==> config.mk <==
export PLATFORM = sky130hd
export DESIGN_NAME = sync_prefetch_fifo_ctl
export DESIGN_NICKNAME = d
export VERILOG_FILES = /design/src/rtl/sync_prefetch_fifo_ctl.sv
export SDC_FILE = /design/constraint.sdc
export NUM_CORES = 1
export LEC_CHECK = 0
export CAP_MARGIN = 30
export CORE_UTILIZATION = 50
export CTS_CLUSTER_DIAMETER = 60
export DETAILED_ROUTE_END_ITERATION = 7
export HOLD_SLACK_MARGIN = 0.06
export PLACE_DENSITY_LB_ADDON = 0.05
export SYNTH_ARGS = -nofsm -noshare
export SYNTH_HDL_FRONTEND = slang
export SYNTH_SLANG_ARGS = --single-unit
export TNS_END_PERCENT = 1
==> constraint.sdc <==
create_clock -name clk -period 4.55 [get_ports clk]
set_input_delay 0.455 -clock clk [delete_from_list [all_inputs] [get_ports clk]]
set_output_delay 0.455 -clock clk [all_outputs]
set_load 0.03 [all_outputs]
==> src/rtl/sync_prefetch_fifo_ctl.sv <==
// sync_prefetch_fifo_ctl
// Single-clock first-word-fall-through FIFO. The head entry is always presented
// on a registered rd_data port. The storage array holds every entry, including
// the head, so the capacity is exactly DEPTH words. The block provides a live
// occupancy count, almost-full/almost-empty flags, a flush input and sticky
// overflow/underflow error flags.
module sync_prefetch_fifo_ctl #(
    parameter int DATA_WIDTH  = 10,
    parameter int DEPTH_WIDTH = 5,
    parameter int AF_THRESH   = (2 ** DEPTH_WIDTH) - 2,
    parameter int AE_THRESH   = 1
) (
    input  logic                   clk,
    input  logic                   rst_n,
    input  logic                   flush,
    input  logic                   wr_en,
    input  logic [DATA_WIDTH-1:0]  wr_data,
    output logic                   wr_vld,
    input  logic                   rd_en,
    output logic                   rd_vld,
    output logic [DATA_WIDTH-1:0]  rd_data,
    output logic [DEPTH_WIDTH:0]   count,
    output logic                   almost_full,
    output logic                   almost_empty,
    output logic                   overflow,
    output logic                   underflow
);

    localparam int DEPTH = 2 ** DEPTH_WIDTH;

    typedef logic [DEPTH_WIDTH:0]   count_t;
    typedef logic [DEPTH_WIDTH-1:0] ptr_t;

    localparam count_t DEPTH_CNT = count_t'(DEPTH);
    localparam count_t AF_CNT    = count_t'(AF_THRESH);
    localparam count_t AE_CNT    = count_t'(AE_THRESH);
    localparam count_t ONE_CNT   = count_t'(1);
    localparam ptr_t   ONE_PTR   = ptr_t'(1);

    logic [DATA_WIDTH-1:0] mem [DEPTH];

    ptr_t                  wr_ptr;
    ptr_t                  rd_ptr;
    ptr_t                  rd_ptr_inc;
    count_t                count_next;
    logic                  wr_accept;
    logic                  rd_accept;
    logic                  head_load;
    logic [DATA_WIDTH-1:0] head_next;

    // Space is judged from the registered count only, so a same-cycle read never frees a slot early.
    assign wr_vld     = (count != DEPTH_CNT);
    assign wr_accept  = wr_en && wr_vld && !flush;
    assign rd_accept  = rd_en && rd_vld && !flush;
    assign rd_ptr_inc = rd_ptr + ONE_PTR;

    // Occupancy after this edge, from which every status flag is derived.
    always_comb begin
        count_next = count;
        case ({wr_accept, rd_accept})
            2'b10:   count_next = count + ONE_CNT;
            2'b01:   count_next = count - ONE_CNT;
            default: count_next = count;
        endcase
    end

    // Choose the next head word: the following array entry after a pop, or bypass wr_data when the new word becomes head.
    always_comb begin
        head_load = 1'b0;
        head_next = rd_data;
        if (rd_accept) begin
            if (count > ONE_CNT) begin
                head_load = 1'b1;
                head_next = mem[rd_ptr_inc];
            end else if (wr_accept) begin
                head_load = 1'b1;
                head_next = wr_data;
            end
        end else if (wr_accept && (count == '0)) begin
            head_load = 1'b1;
            head_next = wr_data;
        end
    end

    // Storage array, written on every accepted write and never reset.
    always_ff @(posedge clk) begin
        if (rst_n && wr_accept) begin
            mem[wr_ptr] <= wr_data;
        end
    end

    // Pointers, count, head register and flags. Reset takes priority over flush, and flush takes priority over traffic.
    always_ff @(posedge clk) begin
        if (!rst_n) begin
            wr_ptr       <= '0;
            rd_ptr       <= '0;
            count        <= '0;
            rd_vld       <= 1'b0;
            rd_data      <= '0;
            almost_full  <= 1'b0;
            almost_empty <= 1'b1;
            overflow     <= 1'b0;
            underflow    <= 1'b0;
        end else if (flush) begin
            wr_ptr       <= '0;
            rd_ptr       <= '0;
            count        <= '0;
            rd_vld       <= 1'b0;
            almost_full  <= 1'b0;
            almost_empty <= 1'b1;
            overflow     <= 1'b0;
            underflow    <= 1'b0;
        end else begin
            if (wr_accept) begin
                wr_ptr <= wr_ptr + ONE_PTR;
            end
            if (rd_accept) begin
                rd_ptr <= rd_ptr_inc;
            end
            if (head_load) begin
                rd_data <= head_next;
            end
            count        <= count_next;
            rd_vld       <= (count_next != '0);
            almost_full  <= (count_next >= AF_CNT);
            almost_empty <= (count_next <= AE_CNT);
            overflow     <= overflow  | (wr_en && !wr_vld);
            underflow    <= underflow | (rd_en && !rd_vld);
        end
    end

endmodule

### Yosys cells after proc, flatten, opt, wreduce, memory -nomap -nowiden

Memory sizes are Yosys's and may differ from the RTL's.
Cells that the tools add are included.

| storage, ports and cells | value |
|---|---|
| bits in writable memories | 320 |
| flip-flop bits (word level) | 31 |
| memories kept | 1 |
| output and inout bits | 22 |

| cells by class | value |
|---|---|
| equal/unequal tests | 4 |
| $lt $le $gt $ge | 3 |
| add/sub/neg operators | 4 |
| reduce and logical (&&, ||, !) cells | 16 |
| muxes and demuxes | 11 |
| bitwise gates (word level) | 4 |

Memory list:

| memory | words | bits a word | rd ports | clocked after Yosys merged registers in | wr ports | RTL line | source |
|---|---|---|---|---|---|---|---|
| mem | 32 | 10 | 1 | 0 | 1 | 40 | `logic [DATA_WIDTH-1:0] mem [DEPTH];` |

Operators by type and width:

| kind | number |
|---|---|
| $mux 10 | 4 |
| $pmux 6 s2 | 1 |
| $add 5x1->5 const B | 2 |
| $logic_and 1x1->1 | 8 |
| $add 6x1->6 const B | 1 |
| $ge 6x5->1 const B | 1 |
| $gt 6x1->1 const B | 1 |
| $le 6x1->1 const B | 1 |
| $logic_not 6->1 | 1 |
| $mux 1 | 6 |
| $ne 6x6->1 const B | 1 |
| $reduce_bool 6->1 | 1 |
| $sub 6x1->6 const B | 1 |
| $reduce_and 4->1 | 1 |
| $logic_not 1->1 | 3 |
| $ne 3x2->1 const B | 1 |
| $eq 2x1->1 const B | 1 |
| $eq 2x2->1 const B | 1 |
| $not 1->1 | 2 |
| $or 1x1->1 | 2 |
| $reduce_bool 2->1 | 1 |
| $reduce_or 2->1 | 1 |

### Depth between registers and ports, before layout

| logic depth | value |
|---|---|
| depth after elaboration | 7 |
| depth in mapped cells | 12 |
| gate-level depth less buffers | 10 |

### Worst setup path before layout

No wires, ideal clock.

| timing path | value |
|---|---|
| kind | reg2reg |
| start point | reg count[0] |
| end point | reg rd_data[0] |
| setup slack | 1451 ps |
| clock period less this slack | 3099 ps |
| cell stages (with the launch flop) | 13 |
| arrival | 3014 ps |
| path buffers | 2 |
| path through | dfxtp_1 clkbuf_1 inv_1 ha_1 a311oi_1 inv_1 ha_1 inv_1 a2111oi_4 or3_1 buf_6 mux2_4 o31ai_2 |

| between the ends | value |
|---|---|
| longest elaborated chain between the ends | 7 |
| elaborated cells on any way between the ends | 15 |
| classes of those cells | order compare (1); eq/ne (2); mux (6); reduce/logical (6) |

Ends and longest elaborated chain:

| item | RTL line | source |
|---|---|---|
| from (decl) | 22 | `output logic [DEPTH_WIDTH:0] count,` |
| from (signal assigned) | 123 | `count <= count_next;` |
| branches (longest 7 deep; another with $gt 6x1->1) | n/a |  |
| to (signal assigned) | 121 | `rd_data <= head_next;` |
| to (decl) | 21 | `output logic [DATA_WIDTH-1:0] rd_data,` |

Parallel ways; which one is timed is not known.
A chain may end at the register's enable or synchronous reset.

### Final worst setup path

| timing path | value |
|---|---|
| start point | reg rd_ptr[0] |
| end point | reg rd_data[0] |

| between the ends | value |
|---|---|
| longest elaborated chain between the ends | 4 |

Ends and longest elaborated chain:

| item | RTL line | source |
|---|---|---|
| from (decl) | 43 | `ptr_t rd_ptr;` |
| from (signal assigned) | 118 | `rd_ptr <= rd_ptr_inc;` |
| $add 5x1->5 | 55 | `assign rd_ptr_inc = rd_ptr + ONE_PTR;` |
| $mem_v2 32x10 | n/a |  |
| $mux 10 | 72 | `if (count > ONE_CNT) begin` |
| $mux 10 | 71 | `if (rd_accept) begin` |

Every way passes these cells.

==> metrics.cfg <==
[outcome]
outcome=finished, final reports clean

[sta]
worstMarginPinSlew_ns=0.9937
rsz0062_at_grt=no
worst_slack_ns=0.9119
maxSlewHeadroom_pct=33.24
hold_viol_final=0
finalSetupViolCount=0
period_needed_ns=3.638
slew_viol_final=0
fin_crit_sh_pct=79.96
tns_ns=0
skew_ns=0.01201
fmax_mhz=274.9

[finish]
fin_util_pct=58.88
diodes=0
fill_cells=2249
fin_nets=1089
drive_gt1_share_pct=18.33
syn_to_final_growth_pct=14.80
mostFrequentLayoutCell=edfxtp_1
final_cell_mix=edfxtp_1 (320), nor2_1 (111), nand2_1 (82), buf_4 (50), mux4_2 (49)

[clock_tree]
postCtsHoldBufs=0
clk_pin_slew_ns=0.06
cts.sinks=351
root_buffer=clkbuf_16
cts_setup_buffers=0
cts_tree=done
insertion_delay_ns=0.52
htreeDepth=2
cts_inserted_buffers=38
ctsResizeCount=0
cts_buffer_depth=3

[setup_path]
cp_slowest_stage_delay_ns=0.81
path_buf_inv=1
rr_worst_depth=6
timing.rr.end=rd_data[0]
cp_slowest_cell=a211oi_1
arrival_ns=4.06
crit_type=register to register
cp_max_fo=59
crit_path_start_kind=register
crit_path_end_kind=register
cp.required_ns=4.98
regToRegStartpoint=rd_ptr[0]
crit_end=rd_data[0]
critPathTopFamily=compound AO/OA/AOI/OAI gates
crit_path_cell_trace=buf_4, nand3_1, mux2i_1, a211oi_1, o21ai_0, o31ai_2
worstSetupStartpoint=rd_ptr[0]
cp.depth=6
r2r_slack_ns=0.91

[worst_hold_path]
whs_path_depth=2
min_from=underflow
hp-class=register to register

[synth]
syn-instance-count=994
async_flop_share_pct=0
yosysTopAreaCell=edfxtp_1
ys_seq_area_share_pct=68.93
synth-simple-area-share_pct=10.17
yosys.area_share.xor_xnor_pct=0.5817
ys_top_cells_by_area=edfxtp_1 (65%), mux4_2 (7.4%), dfxtp_1 (4.2%)
synth_edf_count=320
ys_warn_count=0
synth_top_family_by_area=multiplexers
synth_mux_area_share_pct=11.08
synth_adder_area_share_pct=1.012
synth_nets=1021
synth_compound_area_share_pct=5.202
synth_ff_type=edfxtp_1
ys_ff_latch=351
netlist_area_sq_um=14840
avgSynthCellArea_sq_um=14.93
netlist.area_leader.share_pct=64.75
synth_cell_types=57

[die]
coreArea_sq_um=28940
die_width_um=174.3
fp.dieArea_sq_um=30370
initial_utilization_pct=51.29
rows=62
fp.dieH_um=174.3
ios=37

[route]
ant_nets=0
num_vias=8523
drt_first_iter_violations=842
vias_per_cell=5.778
routed_wirelength_um=33970
dr.pass1.iters=5
drcViolationCount=0
avgRoutedWirePerCell_um=23.03

[place]
placement.io_buffers=36
dp_hpwl_um=21130
place_congestion=0.8495
dp_slack_ns=0.7600

[pwr]
power_density_nw_per_um2=386.5
power.leakage_nw=5.645
irDropWorstVdd_uv=325.2

[flow_run]
drv_cap=0

[global_route]
grt_max_degree=83
grt_overflow=0
grt_util_all_layers_pct=23.07
grt_pass1_vias=8336
grt_antenna_before_repair=0
grt_pass1_wl_um=51690

## area by class of cell
cell class	instances	area, sq um	share of cell area [%]
multi-input combinational	537	4209	24.70
timing repair buffer	87	763.2	4.480
inverter	47	176.4	1.035
tap	384	480.5	2.820
sequential	351	10230	60.06
clock inverter	16	136.4	0.8005
clock buffer	53	1039	6.095
## state kept, by name, indices dropped and copies added, names as in the netlist
name / flops
almost_empty: 1
almost_full: 1
rd_vld: 1
count: 6
rd_ptr: 5
rd_data: 10
underflow: 1
wr_ptr: 5
mem: 320
overflow: 1
## where the power goes
part / switching (mW) / internal (mW)
sequential: 0.00692 / 3.52
clock: 1.18 / 1.71
combinational: 0.107 / 0.0516
total: 1.30 / 5.29
## metal layers
layer | track usage, % | wire length, um
met4 | 5.994 | 656
met2 | 37.78 | 16740
met3 | 3.850 | 1891
met5 | 0 | 0
met1 | 32.19 | 14680
## cells by family (layout without fill, tap and decap cells)
kind of cell	after synthesis	count (layout)
adder cells (fa/ha/maj)	12	12
flip-flops	351	351
AND/OR/NAND/NOR	321	321
XOR/XNOR	9	9
AO/OA/AOI/OAI	99	99
multiplexers	96	96
buffers and inverters	106	203
## per-stage QoR
stage	instances	instance area [sq um]	hold slack, ns	power [mW]
finish	1475	17040	0.4782	6.585
global route	1475	17040	0.4982	6.792
CTS	1475	17040	0.4815	6.645
detailed placement	1406	15860	0.4645	3.758
global placement	1405	15840	0.4553	3.754
floorplan	994	14840	0.4910	3.654
## Yosys cell counts, types with 14 or more instances
cell and instances:
buf_2 14, clkbuf_1 32, dfxtp_1 31, edfxtp_1 320, inv_1 47, mux2_2 20, mux2i_1 18, mux4_2 49
nand2_1 82, nand3_1 41, nor2_1 111, nor3_1 28, nor3b_1 24
## how the worst min path moves through the flow
stage,to
5_1_grt,underflow
3_3_place_gp,underflow
4_1_cts,underflow
2_1_floorplan,rd_ptr[1]
6_report,underflow
3_5_place_dp,underflow
## worst min-delay path: stages (launching register included)
cell     delay [ns]
dfxtp_1        0.33
a21oi_1        0.04
nor2_1         0.07
(Power assumes the default switching activity.)
